===== config.mk =====
export PLATFORM = sky130hd
export DESIGN_NAME = arb_request_queue
export DESIGN_NICKNAME = d
export VERILOG_FILES = /design/src/rtl/arb_request_queue.sv
export SDC_FILE = /design/constraint.sdc
export NUM_CORES = 1
export LEC_CHECK = 0
export CAP_MARGIN = 25
export CORE_UTILIZATION = 63
export DETAILED_ROUTE_END_ITERATION = 10
export GPL_TIMING_DRIVEN = 1
export HOLD_SLACK_MARGIN = 0.1
export PLACE_DENSITY_LB_ADDON = 0.25
export SETUP_SLACK_MARGIN = 0.1
export SLEW_MARGIN = 5
export SYNTH_ARGS = -nofsm -noshare
export SYNTH_HDL_FRONTEND = slang
export SYNTH_SLANG_ARGS = --single-unit

===== constraint.sdc =====
create_clock -name clk -period 7.95 [get_ports clk]
set_input_delay 1.59 -clock clk [delete_from_list [all_inputs] [get_ports clk]]
set_output_delay 1.59 -clock clk [all_outputs]
set_load 0.1 [all_outputs]

===== src/rtl/arb_request_queue.sv =====
// arb_request_queue
// Per-requester FIFO queueing in front of a round-robin style arbiter. Each
// port's request line reflects its FIFO occupancy. The one-hot grant pops the
// granted head into a single output register, which is presented downstream
// with valid/ready and the source port index.
// Optional build macro: ARB_REQUEST_QUEUE_CHECK_EN adds a sticky o_error flag
// and an assertion for illegal grants (multi-hot, or granting a non-requester).
module arb_request_queue #(
    parameter int REQUEST_WIDTH = 8,
    parameter int DATA_WIDTH    = 16,
    parameter int DEPTH         = 4
) (
    input  logic                                     clk,
    input  logic                                     rst_n,
    input  logic [REQUEST_WIDTH-1:0]                 i_valid,
    output logic [REQUEST_WIDTH-1:0]                 o_ready,
    input  logic [REQUEST_WIDTH-1:0][DATA_WIDTH-1:0] i_data,
    output logic [REQUEST_WIDTH-1:0]                 o_request,
    input  logic [REQUEST_WIDTH-1:0]                 i_grant,
    output logic                                     o_valid,
    input  logic                                     i_ready,
    output logic [DATA_WIDTH-1:0]                    o_data,
    output logic [$clog2(REQUEST_WIDTH)-1:0]         o_source
`ifdef ARB_REQUEST_QUEUE_CHECK_EN
    ,
    output logic                                     o_error
`endif
);

    localparam int SRC_W  = $clog2(REQUEST_WIDTH);
    localparam int ADDR_W = $clog2(DEPTH);
    localparam int PTR_W  = ADDR_W + 1;

    // Storage and pointers. Pointers carry one extra wrap bit so that
    // full and empty are distinguishable; wrap-around is plain modulo.
    logic [DATA_WIDTH-1:0]    mem    [REQUEST_WIDTH][DEPTH];
    logic [PTR_W-1:0]         wr_ptr [REQUEST_WIDTH];
    logic [PTR_W-1:0]         rd_ptr [REQUEST_WIDTH];
    logic [PTR_W-1:0]         count  [REQUEST_WIDTH];

    logic [REQUEST_WIDTH-1:0] push;
    logic [REQUEST_WIDTH-1:0] pop;
    logic [REQUEST_WIDTH-1:0] nonempty;
    logic                     slot_free;
    logic                     pop_any;
    logic [SRC_W-1:0]         pop_idx;
    logic [DATA_WIDTH-1:0]    pop_data;

    // Occupancy, push-side ready and accepted pushes, from registered pointers only.
    always_comb begin
        for (int i = 0; i < REQUEST_WIDTH; i++) begin
            count[i]    = wr_ptr[i] - rd_ptr[i];
            o_ready[i]  = (count[i] != PTR_W'(DEPTH));
            nonempty[i] = (count[i] != '0);
            push[i]     = i_valid[i] && o_ready[i];
        end
    end

    // The output register can take a new entry if it is empty or draining now.
    assign slot_free = !o_valid || i_ready;
    assign o_request = nonempty & {REQUEST_WIDTH{slot_free}};

    // Qualify the grant against our requests; lowest qualifying index wins.
    always_comb begin
        pop     = '0;
        pop_any = 1'b0;
        pop_idx = '0;
        for (int i = 0; i < REQUEST_WIDTH; i++) begin
            if (i_grant[i] && o_request[i] && !pop_any) begin
                pop[i]  = 1'b1;
                pop_any = 1'b1;
                pop_idx = SRC_W'(i);
            end
        end
    end

    assign pop_data = mem[pop_idx][rd_ptr[pop_idx][ADDR_W-1:0]];

    // Pointer update: push and pop on the same port both advance independently.
    always_ff @(posedge clk or negedge rst_n) begin
        if (!rst_n) begin
            for (int i = 0; i < REQUEST_WIDTH; i++) begin
                wr_ptr[i] <= '0;
                rd_ptr[i] <= '0;
            end
        end else begin
            for (int i = 0; i < REQUEST_WIDTH; i++) begin
                if (push[i]) begin
                    wr_ptr[i] <= wr_ptr[i] + PTR_W'(1);
                end
                if (pop[i]) begin
                    rd_ptr[i] <= rd_ptr[i] + PTR_W'(1);
                end
            end
        end
    end

    // FIFO storage write; contents need no reset since pointers define validity.
    always_ff @(posedge clk) begin
        for (int i = 0; i < REQUEST_WIDTH; i++) begin
            if (push[i]) begin
                mem[i][wr_ptr[i][ADDR_W-1:0]] <= i_data[i];
            end
        end
    end

    // Output register: load on pop, clear on transfer without a reload, else hold.
    always_ff @(posedge clk or negedge rst_n) begin
        if (!rst_n) begin
            o_valid  <= 1'b0;
            o_data   <= '0;
            o_source <= '0;
        end else if (pop_any) begin
            o_valid  <= 1'b1;
            o_data   <= pop_data;
            o_source <= pop_idx;
        end else if (i_ready) begin
            o_valid  <= 1'b0;
        end
    end

`ifdef ARB_REQUEST_QUEUE_CHECK_EN
    logic grant_illegal;

    assign grant_illegal = (|(i_grant & (i_grant - REQUEST_WIDTH'(1))))
                        || (|(i_grant & ~o_request));

    // Sticky illegal-grant flag, cleared only by reset.
    always_ff @(posedge clk or negedge rst_n) begin
        if (!rst_n) begin
            o_error <= 1'b0;
        end else if (grant_illegal) begin
            o_error <= 1'b1;
        end
    end

    a_grant_legal: assert property (@(posedge clk) disable iff (!rst_n) !grant_illegal);
`endif

endmodule


# ---- Word-level counts from Yosys, hierarchy flattened
# Memory sizes are Yosys's and may differ from the RTL's.
# Cells that the tools add are included.
dict set report totals {
  ff_bits 68
  latch_bits 0
  ramBits 512
  rom_bits 0
  input_bits 147
  output_inout_bits 36
  mem_count 1
}
# memory depth word_bits read_ports rd_ports_with_merged_regs write_ports line
set mem_list {}
lappend mem_list {mem 8 64 1 0 8 36} ;# logic [DATA_WIDTH-1:0] mem [REQUEST_WIDTH][DEPTH];
dict set report classes {
  add_sub_neg 24
  mul 0
  n_div 0
  order_cmp 18
  n_eq_ne 8
  shifts 0
  mux 62
  bitwise_logic 11
  n_reduce_logical 49
}
# operator count
set ops {}
lappend ops {{64-bit 2-to-1 mux} 8}
lappend ops {{16-bit demux with 2-bit select} 8}
lappend ops {{16-bit 2-to-1 mux} 10}
lappend ops {{3-bit by 1-bit adder with 3-bit output, second input constant} 16}
lappend ops {{16-bit binary-select mux with 2-bit select} 1}
lappend ops {{1-bit logical AND} 31}
lappend ops {{3-bit greater-or-equal comparator, second input constant} 9}
lappend ops {{2-bit inverter with 3-bit output} 9}
lappend ops {{1-bit 2-to-1 mux} 26}
lappend ops {{3-bit by 1-bit < comparator with 1-bit output, second input constant} 8}
lappend ops {{3-bit != test, second input constant} 8}
lappend ops {{3-bit nonzero test} 8}
lappend ops {{3-bit subtractor} 8}
lappend ops {{3-bit 2-to-1 mux} 6}
lappend ops {{3-bit binary-select mux with 3-bit select} 1}
lappend ops {{8-bit AND} 1}
lappend ops {{1-bit logical NOT} 8}
lappend ops {{4-bit greater-or-equal comparator, second input constant} 1}
lappend ops {{2-bit 2-to-1 mux} 2}
lappend ops {{3-bit inverter with 4-bit output} 1}
lappend ops {{2-bit nonzero test} 1}
lappend ops {{1-bit logical OR} 1}

# ---- Depth between registers and ports, before layout
# Gate-level depths: netlist of the first run.
dict set report logic_depth {
  word_depth 34
  depth_mapped 18
  depth_no_buf 13
}

# ---- Worst setup path after synthesis of the first run
# No wires, ideal clock.
dict set report synth_path {
  path_kind {input to register}
  start {input i_ready}
  end {register o_data[10]}
  arrival_time_ps 5409
  required_time_ps 7830
  setup_slack_ps 2421
  path_stages 13
  n_path_buf 3
  path_cell_list {nor2b_1 buf_1 a31oi_1 and3_1 a31oi_1 or4_1 o22ai_1 nor4_1 buf_2 buf_1 a221oi_1 o31ai_1 a31o_1}
}
dict set report synth_via {
  word_cells_on_any_way 48
}
# element line
set synth_lines {}
lappend synth_lines {{start: declaration} 21} ;# input logic i_ready,
lappend synth_lines {{1-bit logical OR (*)} 60} ;# assign slot_free = !o_valid || i_ready;
lappend synth_lines {{8-bit AND (*)} 61} ;# assign o_request = nonempty & {REQUEST_WIDTH{slot_free}};
lappend synth_lines {{net o_request[4]} 18} ;# output logic [REQUEST_WIDTH-1:0] o_request,
lappend synth_lines {{1-bit logical AND (*) (2 in a row)} 69} ;# if (i_grant[i] && o_request[i] && !pop_any) begin
lappend synth_lines {{1-bit 2-to-1 mux} 69}
lappend synth_lines {{1-bit logical NOT} 69}
lappend synth_lines {{1-bit logical AND} 69}
lappend synth_lines {{1-bit 2-to-1 mux} 69}
lappend synth_lines {{[... 4 more ...]} --}
lappend synth_lines {{1-bit logical AND} 69}
lappend synth_lines {{3-bit 2-to-1 mux} 69}
lappend synth_lines {{3-bit inverter with 4-bit output (implied by the code)} 77} ;# assign pop_data = mem[pop_idx][rd_ptr[pop_idx][ADDR_W-1:0]];
lappend synth_lines {{3-bit binary-select mux with 3-bit select} 77}
lappend synth_lines {{2-bit 2-to-1 mux (implied by the code) (2 in a row)} 77}
lappend synth_lines {{2-bit inverter with 3-bit output (implied by the code)} 77}
lappend synth_lines {{16-bit binary-select mux with 2-bit select} 77}
lappend synth_lines {{16-bit 2-to-1 mux (implied by the code) (2 in a row)} 77}
lappend synth_lines {{end signal: assignment} 115} ;# o_data <= pop_data;
lappend synth_lines {{end: declaration} 22} ;# output logic [DATA_WIDTH-1:0] o_data,
# Mark *: on every way through the listed nets, which the timed path passes. The rest lies on a longest branch. The select of a mux whose other input is x is not followed.
# A chain may end at the register's enable or synchronous reset.

# ---- Final worst setup path of the first run
dict set report layout_path {
  start {input i_ready}
  end {register o_data[4]}
}
dict set report layout_via {
  elab_chain_cells 33
  word_cells_on_any_way 48
}
# element line
set layout_rtl {}
lappend layout_rtl {{1-bit logical OR (*)} 60}
lappend layout_rtl {{8-bit AND (*)} 61}
lappend layout_rtl {{1-bit logical AND} 69}
lappend layout_rtl {{1-bit 2-to-1 mux} 69}
lappend layout_rtl {{1-bit logical NOT} 69}
lappend layout_rtl {{1-bit logical AND} 69}
lappend layout_rtl {{1-bit 2-to-1 mux} 69}
lappend layout_rtl {{1-bit logical NOT} 69}
lappend layout_rtl {{[... 15 more ...]} --}
lappend layout_rtl {{1-bit logical AND} 69}
lappend layout_rtl {{3-bit 2-to-1 mux} 69}
lappend layout_rtl {{3-bit inverter with 4-bit output (implied by the code)} 77}
lappend layout_rtl {{3-bit binary-select mux with 3-bit select} 77}
lappend layout_rtl {{2-bit 2-to-1 mux (implied by the code) (2 in a row)} 77}
lappend layout_rtl {{2-bit inverter with 3-bit output (implied by the code)} 77}
lappend layout_rtl {{16-bit binary-select mux with 2-bit select} 77}
lappend layout_rtl {{16-bit 2-to-1 mux (implied by the code) (2 in a row)} 77}
# Mark *: on every way between the ends. The rest lies on a longest branch, timed or not. The select of a mux whose other input is x is not followed.

==> results.py, run 1 <==
metrics = {
    "grt": {
        "gr_overflow_total": 0,
        "largest_net_degree_at_the_start_of_global_routing": 95,
        "grt_pass1_vias": 15984,
        "global_route.usage.total_pct": 36.4,
        "first_pass_grt_wire_length_um": 102000,
        "grt_antenna_before_repair": 0,
    },
    "layout": {
        "area_growth_pct": 18.1,
        "final_net_count": 2217,
        "nFillCells": 2328,
        "drive_above_1_share_pct": 7.97,
        "mostFrequentLayoutCells": "sky130_fd_sc_hd__edfxtp_1, sky130_fd_sc_hd__nand2_1, sky130_fd_sc_hd__clkdlybuf4s50_1, sky130_fd_sc_hd__nand3_1, sky130_fd_sc_hd__and3_1",
        "diodes": 0,
        "layout_commonest_cell": "sky130_fd_sc_hd__edfxtp_1",
    },
    "floorplan": {
        "fp.dieArea_sq_um": 39700,
        "fp.dieW_um": 199,
        "boundaryPins": 183,
        "die-height_um": 199,
        "core_region_area_sq_um": 38000,
        "row_count": 71,
        "floorplan.initialDensity_pct": 64.5,
    },
    "yosys": {
        "synth_area_leader_cell": "sky130_fd_sc_hd__edfxtp_1",
        "syn_nets": 2041,
        "mappedNetlistArea_sq_um": 24500,
        "synthCells": 1838,
        "post-synth-top-area-fraction_pct": 62.7,
        "ys.warnings.count": 0,
        "synth.top_cells.by_area": "sky130_fd_sc_hd__edfxtp_1, sky130_fd_sc_hd__dfrtp_1, sky130_fd_sc_hd__nand2_1, sky130_fd_sc_hd__ha_1, sky130_fd_sc_hd__mux2i_1",
        "seq_area_frac_synth_pct": 69.7,
        "post_synth_edffs": 512,
        "synth.avg_cell_area_sq_um": 13.3,
        "ys_seq_elements": 580,
        "synth_cell_type_count": 57,
        "synth-main-ff-cell": "sky130_fd_sc_hd__edfxtp_1",
        "synth-async-reset-ratio_pct": 11.7,
    },
    "clock_network": {
        "clock_sinks": 580,
        "cts.clk_slew.worst_paths_ns": 0.06,
        "cts_setup_buffers": 0,
        "cts_hold_buf": 0,
        "worstSkewPairLatency_ns": 0.61,
        "clock-root-buffer": "sky130_fd_sc_hd__clkbuf_16",
        "post_cts_resize_count": 0,
        "h-tree-depth": 2,
        "cts_buffer_depth": 3,
        "cts_tree": "built",
        "cts_inserted_buffers": 55,
    },
    "setup_path": {
        "crit_path_start_kind": "primary input",
        "worstSetupEndpointType": "flop",
        "worstPathArrival_ns": 6.61,
        "rrSetupSlack_ns": 2.54,
        "critical_path_required_ns": 8.49,
        "worstPathMaxFanout": 66,
        "timing_worst_setup_path_type": "in -> reg",
    },
    "sta": {
        "layout_setup_ws_ns": 1.88,
        "final_total_negative_setup_slack_ns": 0,
        "fin_skew_ns": 0.0223,
        "post-route-period-util_pct": 76.4,
        "finalSetupViolCount": 0,
        "fmaxAchievable_ghz": 0.165,
        "slew-limit-headroom_pct": 29.1,
        "timing.final.crit_period_ns": 6.07,
        "final-max-slew-violation-count": 0,
        "hold_viol": 0,
        "worst_pin_slew_ns": 1.06,
        "grt_setup_unrepaired": "no",
    },
    "routing": {
        "viasPerCell": 6.44,
        "drt_iter0_markers": 2093,
        "vias": 16553,
        "remaining_drc_errors": 0,
        "wire_per_inst_um": 27.6,
        "antenna_violating_nets_post_route": 0,
        "final_wirelength_um": 71000,
        "first_pass_iters": 5,
    },
    "placement": {
        "globalplace.congestion": 0.972,
        "dp_hpwl_um": 47800,
        "pre_cts_slack_ns": 1.32,
        "buffer_ports.inserted": 182,
    },
    "worst_hold_path": {
        "worstHoldPathType": "reg -> reg",
    },
    "run_status": {
        "status": "complete, no violations",
    },
    "power": {
        "ir_drop_v": 0.000543,
        "pwr_density_cell_nw_per_um2": 486,
        "cellLeakagePower_nw": 10.7,
    },
    "flow_run": {
        "max_cap_viols": 0,
    },
}
## where the power goes
| group | internal, W | total, W | switching (W) |
|---|---|---|---|
| Sequential | 0.00421 | 0.00455 | 0.000349 |
| Clock | 0.00147 | 0.00258 | 0.00112 |
| Combinational | 0.00212 | 0.00692 | 0.00480 |
## metal layers
metal  wire length [um]  GRT usage (%)  vias to the layer above
met2              33000           56.1                     1186
li1                   -              -                     7123
met1              25800           50.0                     8079
met5                  0              0                        -
met4               3610           17.3                        0
met3               8590           7.53                      165
## critical path: stages
cell                              delay [ns]
sky130_fd_sc_hd__clkdlybuf4s50_1        0.41
sky130_fd_sc_hd__nand2b_1               0.35
sky130_fd_sc_hd__nand2_1                0.16
sky130_fd_sc_hd__a31oi_1                0.12
sky130_fd_sc_hd__or3b_4                 0.53
sky130_fd_sc_hd__or3_1                  0.47
sky130_fd_sc_hd__nand2b_4               0.66
sky130_fd_sc_hd__mux2i_1                0.52
sky130_fd_sc_hd__nor3_2                 0.10
sky130_fd_sc_hd__buf_4                  0.29
sky130_fd_sc_hd__or3_1                  0.60
sky130_fd_sc_hd__a311oi_1               0.57
sky130_fd_sc_hd__a31o_1                 0.21
## cells by family (layout without fill, tap and decap cells)
group	Yosys count	in the layout	share of synthesized area, %
AND/OR/NAND/NOR	691	691	12.5
flip-flops	580	580	69.7
AO/OA/AOI/OAI	248	248	7.13
buffers and inverters	135	355	2.31
multiplexers	79	79	3.70
adder cells (fa/ha/maj)	56	56	2.86
XOR/XNOR	49	49	1.81
## path summary, 6_finish.rpt
path / start / to / cells past startpoint
setup reg to reg: wr_ptr[18] / o_data[4] / 14
max in group asynchronous: rst_n / wr_ptr[9] / 2
min in group asynchronous: rst_n / rd_ptr[16] / 1
hold reg to reg: o_source[1] / o_source[1] / 2
hold / removal: o_source[1] / o_source[1] / 2
setup / recovery: i_ready / o_data[4] / 13
## stage by stage
step           util, %  hold slack [ns]  cells  cell area [sq um]  total power (W)
3_3_place_gp      70.2            0.464   2441              26700           0.0110
5_1_grt           76.1            0.507   2569              28900           0.0146
6_report          76.1            0.474   2569              28900           0.0141
2_1_floorplan        -            0.460   1838              24500          0.00910
4_1_cts           75.5            0.482   2554              28700           0.0139
3_5_place_dp      70.9            0.469   2453              26900           0.0113
## state kept, by name, summed over array words and instances (netlist names)
signal	flops
o_source	3
o_data	16
mem	512
rd_ptr	24
wr_ptr	24
o_valid	1
## layout make-up
type / count / area (sq um) / area share [%]
inverter: 29 / 109 / 0.376
clock buffer: 73 / 1520 / 5.24
sequential: 580 / 17100 / 59.0
multi-input combinational: 1123 / 6930 / 23.9
timing repair buffer: 225 / 2430 / 8.41
tap: 511 / 639 / 2.21
clock inverter: 28 / 244 / 0.843
## synthesized netlist by cell type, types with 9 or more instances
cell type / instances
sky130_fd_sc_hd__mux2i_1: 67
sky130_fd_sc_hd__and2_1: 9
sky130_fd_sc_hd__nor2_1: 46
sky130_fd_sc_hd__mux4_2: 9
sky130_fd_sc_hd__inv_1: 29
sky130_fd_sc_hd__a221oi_1: 17
sky130_fd_sc_hd__o21ai_0: 32
sky130_fd_sc_hd__buf_1: 9
sky130_fd_sc_hd__clkbuf_1: 70
sky130_fd_sc_hd__nor2b_1: 9
sky130_fd_sc_hd__a31oi_1: 49
sky130_fd_sc_hd__and3_1: 95
sky130_fd_sc_hd__o31ai_1: 16
sky130_fd_sc_hd__a21oi_1: 64
sky130_fd_sc_hd__xor2_1: 14
sky130_fd_sc_hd__buf_2: 23
sky130_fd_sc_hd__nand3_1: 99
sky130_fd_sc_hd__edfxtp_1: 512
sky130_fd_sc_hd__a31o_1: 15
sky130_fd_sc_hd__nand2_1: 412
sky130_fd_sc_hd__a311oi_1: 15
sky130_fd_sc_hd__xnor2_1: 33
sky130_fd_sc_hd__ha_1: 56
sky130_fd_sc_hd__dfrtp_1: 68
sky130_fd_sc_hd__a221oi_2: 14
No activity file was read; power rests on OpenSTA's default activity.
==> run 2: changes to the inputs <==
CORE_UTILIZATION = 53   (was 63)
clock period = 5.3 ns   (was 7.95 ns; I/O delays follow)
==> results.py, run 2 (same netlist as run 1, synthesis figures left out) <==
metrics = {
    "run_status": {
        "status": "complete, no violations",
    },
    "worst_hold_path": {
        "worstHoldPathType": "in -> async",
    },
    "grt": {
        "largest_net_degree_at_the_start_of_global_routing": 151,
        "grt_pass1_vias": 16360,
        "first_pass_grt_wire_length_um": 105000,
        "global_route.usage.total_pct": 30.9,
        "gr_overflow_total": 0,
        "grt_antenna_before_repair": 4,
    },
    "sta": {
        "grt_setup_unrepaired": "no",
        "final-max-slew-violation-count": 0,
        "finalSetupViolCount": 0,
        "hold_viol": 0,
        "worst_pin_slew_ns": 1.09,
        "fmaxAchievable_ghz": 0.208,
        "post-route-period-util_pct": 90.8,
        "layout_setup_ws_ns": 0.490,
        "fin_skew_ns": 0.0233,
        "timing.final.crit_period_ns": 4.81,
        "slew-limit-headroom_pct": 27.2,
    },
    "clock_network": {
        "clock_sinks": 580,
        "h-tree-depth": 2,
        "cts.clk_slew.worst_paths_ns": 0.07,
        "cts_setup_buffers": 0,
        "post_cts_resize_count": 0,
        "clock-root-buffer": "sky130_fd_sc_hd__clkbuf_16",
        "cts_hold_buf": 0,
        "cts_tree": "built",
        "cts_buffer_depth": 3,
        "worstSkewPairLatency_ns": 0.63,
        "cts_inserted_buffers": 58,
    },
    "power": {
        "pwr_density_cell_nw_per_um2": 743,
        "cellLeakagePower_nw": 11.0,
        "cell_internal_pwr_w": 0.0122,
        "proportion_of_power_drawn_by_flip_flops_and_latches_pct": 31.2,
        "clockPowerShare_pct": 20.1,
        "power.switching_fraction_pct": 44.0,
        "power_switching_w": 0.00961,
        "power_share_of_the_combinational_group_pct": 48.7,
        "ir_drop_v": 0.000789,
    },
    "routing": {
        "remaining_drc_errors": 0,
        "antenna_violating_nets_post_route": 0,
        "viasPerCell": 6.09,
        "drt_iter0_markers": 2128,
        "final_wirelength_um": 72000,
        "vias": 16382,
        "first_pass_iters": 5,
        "wire_per_inst_um": 26.8,
    },
    "layout": {
        "layout_commonest_cell": "sky130_fd_sc_hd__edfxtp_1",
        "area_growth_pct": 19.9,
        "drive_above_1_share_pct": 10.4,
        "mostFrequentLayoutCells": "sky130_fd_sc_hd__edfxtp_1, sky130_fd_sc_hd__nand2_1, sky130_fd_sc_hd__clkdlybuf4s50_1, sky130_fd_sc_hd__nand3_1, sky130_fd_sc_hd__and3_1",
        "final_net_count": 2242,
        "layout.cell_area.non_filler_sq_um": 29400,
        "largest_reg_flops": 512,
    },
    "placement": {
        "detailed_place.area_sq_um": 27300,
        "pre_cts_slack_ns": -0.0326,
        "dp_hpwl_um": 47600,
        "buffer_ports.inserted": 182,
        "globalplace.congestion": 0.888,
    },
    "floorplan": {
        "row_count": 78,
        "boundaryPins": 183,
        "floorplan.initialDensity_pct": 53.9,
        "fp.dieArea_sq_um": 47100,
        "fp.dieW_um": 217,
        "die-height_um": 217,
        "core_region_area_sq_um": 45500,
    },
    "setup_path": {
        "timing_worst_setup_path_type": "reg -> reg",
        "worstPathMaxFanout": 11,
        "reg2reg_from": "wr_ptr[18]",
        "rrSetupSlack_ns": 0.49,
        "worstPathArrival_ns": 5.38,
        "r2r-end": "o_data[12]",
        "worstSetupEndpointType": "flop",
        "ff2ff_path_depth": 14,
        "crit_path_start_kind": "flop",
        "critical_path_required_ns": 5.87,
    },
    "flow_run": {
        "max_cap_viols": 0,
    },
}
[run 2: how the worst max path moves through the flow]
| stage | start | cells after the start | to | slack (ns) |
|---|---|---|---|---|
| after floorplan | i_ready | 13 | o_data[10] | 0.30 |
| after global placement | i_ready | 13 | o_data[13] | 0.08 |
| after detailed placement | i_ready | 13 | o_data[13] | -0.03 |
| after CTS | wr_ptr[18] | 14 | o_data[13] | 0.54 |
| after global routing | wr_ptr[18] | 13 | o_data[12] | 0.14 |
| final | wr_ptr[18] | 14 | o_data[12] | 0.49 |
[run 2: worst max-delay path: stages, from the launching register on]
cell,delay [ns]
sky130_fd_sc_hd__dfrtp_1,0.39
sky130_fd_sc_hd__inv_1,0.12
sky130_fd_sc_hd__ha_1,0.21
sky130_fd_sc_hd__nor2b_1,0.13
sky130_fd_sc_hd__xnor2_1,0.30
sky130_fd_sc_hd__a31oi_1,0.31
sky130_fd_sc_hd__or3b_4,0.55
sky130_fd_sc_hd__or3_1,0.47
sky130_fd_sc_hd__nand2b_4,0.13
sky130_fd_sc_hd__mux2i_1,0.36
sky130_fd_sc_hd__nor3_2,0.11
sky130_fd_sc_hd__or3_1,0.46
sky130_fd_sc_hd__buf_4,0.23
sky130_fd_sc_hd__a311oi_1,0.75
sky130_fd_sc_hd__a31o_1,0.24
[run 2: cell type report]
class	instances	area, sq um
diodes	1	2.50
clock buffers	72	1540
clock inverters	38	515
fillers	3320	16100
inverters	29	109
multi-input cells	1123	6930
flip-flops and latches	580	17100
well taps	600	751
repair buffers	247	2470
[run 2: power by group through the flow]
stage | registers [W] | clock network [W] | logic, W
4_1_cts | 0.00681 | 0.00441 | 0.0105
5_1_grt | 0.00690 | 0.00458 | 0.0113
3_3_place_gp | 0.00687 | 0 | 0.0102
2_1_floorplan | 0.00725 | 0 | 0.00640
3_5_place_dp | 0.00689 | 0 | 0.0104
6_report | 0.00681 | 0.00439 | 0.0106
[run 2: through the flow]
stage / TNS, ns / power [W] / hold slack, ns / cells / utilization [%]
3_3_place_gp: 0 / 0.0170 / 0.468 / 2571 / 59.8
2_1_floorplan: 0 / 0.0136 / 0.460 / 1838 / -
3_5_place_dp: -0.0326 / 0.0173 / 0.473 / 2577 / 60.0
5_1_grt: 0 / 0.0227 / 0.452 / 2689 / 64.6
4_1_cts: 0 / 0.0217 / 0.491 / 2687 / 64.6
6_report: 0 / 0.0218 / 0.432 / 2690 / 64.6
[run 2: per-layer routing]
layer / track usage [%] / wire [um]
met1: 41.3 / 27400
met2: 49.8 / 34300
met3: 5.56 / 7050
met4: 13.5 / 3120
met5: 0 / 37
==> run 3: changes to the inputs <==
CELL_PAD_IN_SITES_DETAIL_PLACEMENT = 2   (was not set)
CELL_PAD_IN_SITES_GLOBAL_PLACEMENT = 2   (was not set)
CORE_UTILIZATION = 37   (was 53)
==> results.py, run 3 (same netlist as run 1, synthesis figures left out) <==
metrics = {
    "run_status": {
        "status": "complete, no violations",
    },
    "routing": {
        "wire_per_inst_um": 29.0,
        "vias": 16425,
        "viasPerCell": 5.54,
        "final_wirelength_um": 85900,
        "remaining_drc_errors": 0,
        "drt_iter0_markers": 955,
        "antenna_violating_nets_post_route": 0,
        "first_pass_iters": 5,
    },
    "floorplan": {
        "fp.dieW_um": 259,
        "boundaryPins": 183,
        "row_count": 94,
        "die-height_um": 259,
        "core_region_area_sq_um": 65600,
        "fp.dieArea_sq_um": 67300,
        "floorplan.initialDensity_pct": 37.4,
    },
    "clock_network": {
        "clock_sinks": 580,
        "cts_buffer_depth": 3,
        "post_cts_resize_count": 0,
        "clock-root-buffer": "sky130_fd_sc_hd__clkbuf_16",
        "cts.clk_slew.worst_paths_ns": 0.06,
        "cts_setup_buffers": 0,
        "h-tree-depth": 3,
        "cts_tree": "built",
        "cts_inserted_buffers": 67,
        "worstSkewPairLatency_ns": 0.60,
        "cts_hold_buf": 0,
    },
    "layout": {
        "mostFrequentLayoutCells": "sky130_fd_sc_hd__edfxtp_1, sky130_fd_sc_hd__nand2_1, sky130_fd_sc_hd__clkdlybuf4s50_1, sky130_fd_sc_hd__nand3_1, sky130_fd_sc_hd__and3_1",
        "layout_commonest_cell": "sky130_fd_sc_hd__edfxtp_1",
        "finish.utilization_pct": 45.6,
        "final_net_count": 2252,
        "drive_above_1_share_pct": 10.1,
        "largest_reg_flops": 512,
        "diodes": 0,
        "area_growth_pct": 22.1,
    },
    "grt": {
        "grt_antenna_before_repair": 1,
        "grt_pass1_vias": 18521,
        "global_route.usage.total_pct": 25.6,
        "gr_overflow_total": 0,
        "first_pass_grt_wire_length_um": 124000,
        "largest_net_degree_at_the_start_of_global_routing": 115,
    },
    "power": {
        "cellLeakagePower_nw": 11.0,
        "pwr_density_cell_nw_per_um2": 753,
        "ir_drop_v": 0.000611,
    },
    "sta": {
        "timing.final.crit_period_ns": 4.62,
        "fmaxAchievable_ghz": 0.217,
        "worst_pin_slew_ns": 1.11,
        "final-max-slew-violation-count": 0,
        "hold_viol": 0,
        "post-route-period-util_pct": 87.1,
        "slew-limit-headroom_pct": 25.8,
        "grt_setup_unrepaired": "no",
        "final_total_negative_setup_slack_ns": 0,
        "fin_skew_ns": 0.0167,
        "finalSetupViolCount": 0,
    },
    "placement": {
        "buffer_ports.inserted": 182,
        "dp_hpwl_um": 58900,
        "globalplace.congestion": 0.867,
    },
    "setup_path": {
        "worstPathMaxFanout": 32,
        "rrSetupSlack_ns": 0.68,
        "slowest_stage_cell_cp": "sky130_fd_sc_hd__a2111oi_0",
        "worstSetupEndpointType": "flop",
        "chain_of_cells_forming_the_critical_path": "inv_1, ha_1, nor2b_1, xnor2_1, a31oi_1, or3b_4, nor3_4, nor2_4, a2111oi_0, nor4_2, buf_12, buf_12, a311oi_1, a31o_1",
        "crit_path_start_kind": "flop",
        "ff2ff_path_depth": 14,
        "timing_worst_setup_path_type": "reg -> reg",
        "worstPathArrival_ns": 5.15,
        "critical_path_required_ns": 5.83,
        "crit_path_frequent_cell": "sky130_fd_sc_hd__buf_12",
        "cp_slowest_stage_delay_ns": 0.79,
    },
    "flow_run": {
        "max_cap_viols": 0,
    },
    "worst_hold_path": {
        "worstHoldPathType": "in -> async",
    },
}
[run 3: final timing paths]
kind,endpoint,start
setup / recovery,o_data[11],wr_ptr[18]
min in group clk,o_source[1],o_source[1]
hold / removal,wr_ptr[16],rst_n
max in group asynchronous,rd_ptr[3],rst_n
hold reg to reg,o_source[1],o_source[1]
setup reg to reg,o_data[11],wr_ptr[18]
[run 3: report_power, final]
part,leakage (nW),switching (W),internal (W),total (W)
registers,5.49,0.000537,0.00631,0.00685
logic,4.50,0.00769,0.00345,0.0111
clock network,1.04,0.00189,0.00266,0.00455
total,11.0,0.0101,0.0124,0.0225
[run 3: metrics by stage]
step | power, W | area (sq um) | setup WS, ns | hold WS (ns) | instances
4_1_cts | 0.0226 | 29700 | 0.675 | 0.489 | 2953
2_1_floorplan | 0.0136 | 24500 | 0.301 | 0.460 | 1838
6_report | 0.0225 | 29900 | 0.684 | 0.441 | 2965
5_1_grt | 0.0235 | 29900 | 0.376 | 0.464 | 2965
3_3_place_gp | 0.0172 | 27400 | 0.607 | 0.468 | 2826
3_5_place_dp | 0.0179 | 27600 | 0.345 | 0.476 | 2832
[run 3: final cells by class]
cell class                 instances  area (sq um)
clock buffer                      94          1950
fill                            6426         35700
timing repair buffer             248          2610
sequential                       580         17100
inverter                          29           109
tap                              864          1080
clock inverter                    27           180
multi-input combinational       1123          6930
[run 3: worst max-delay path: cells and delay by family (launching register included)]
family          cells  cell delay [ns]
simple gates        5             1.27
flops               1             0.39
xor+xnor            1             0.41
buf+inv             3             0.52
fa+ha+maj           1             0.22
compound gates      4             1.73
[run 3: layer usage]
| metal | track usage (%) | vias up | share of wire [%] |
|---|---|---|---|
| met5 | 0 | - | 0.013 |
| met4 | 13.0 | 2 | 4.8 |
| met1 | 28.9 | 8595 | 38 |
| li1 | - | 7191 | - |
| met2 | 47.1 | 450 | 54 |
| met3 | 3.14 | 187 | 3.6 |
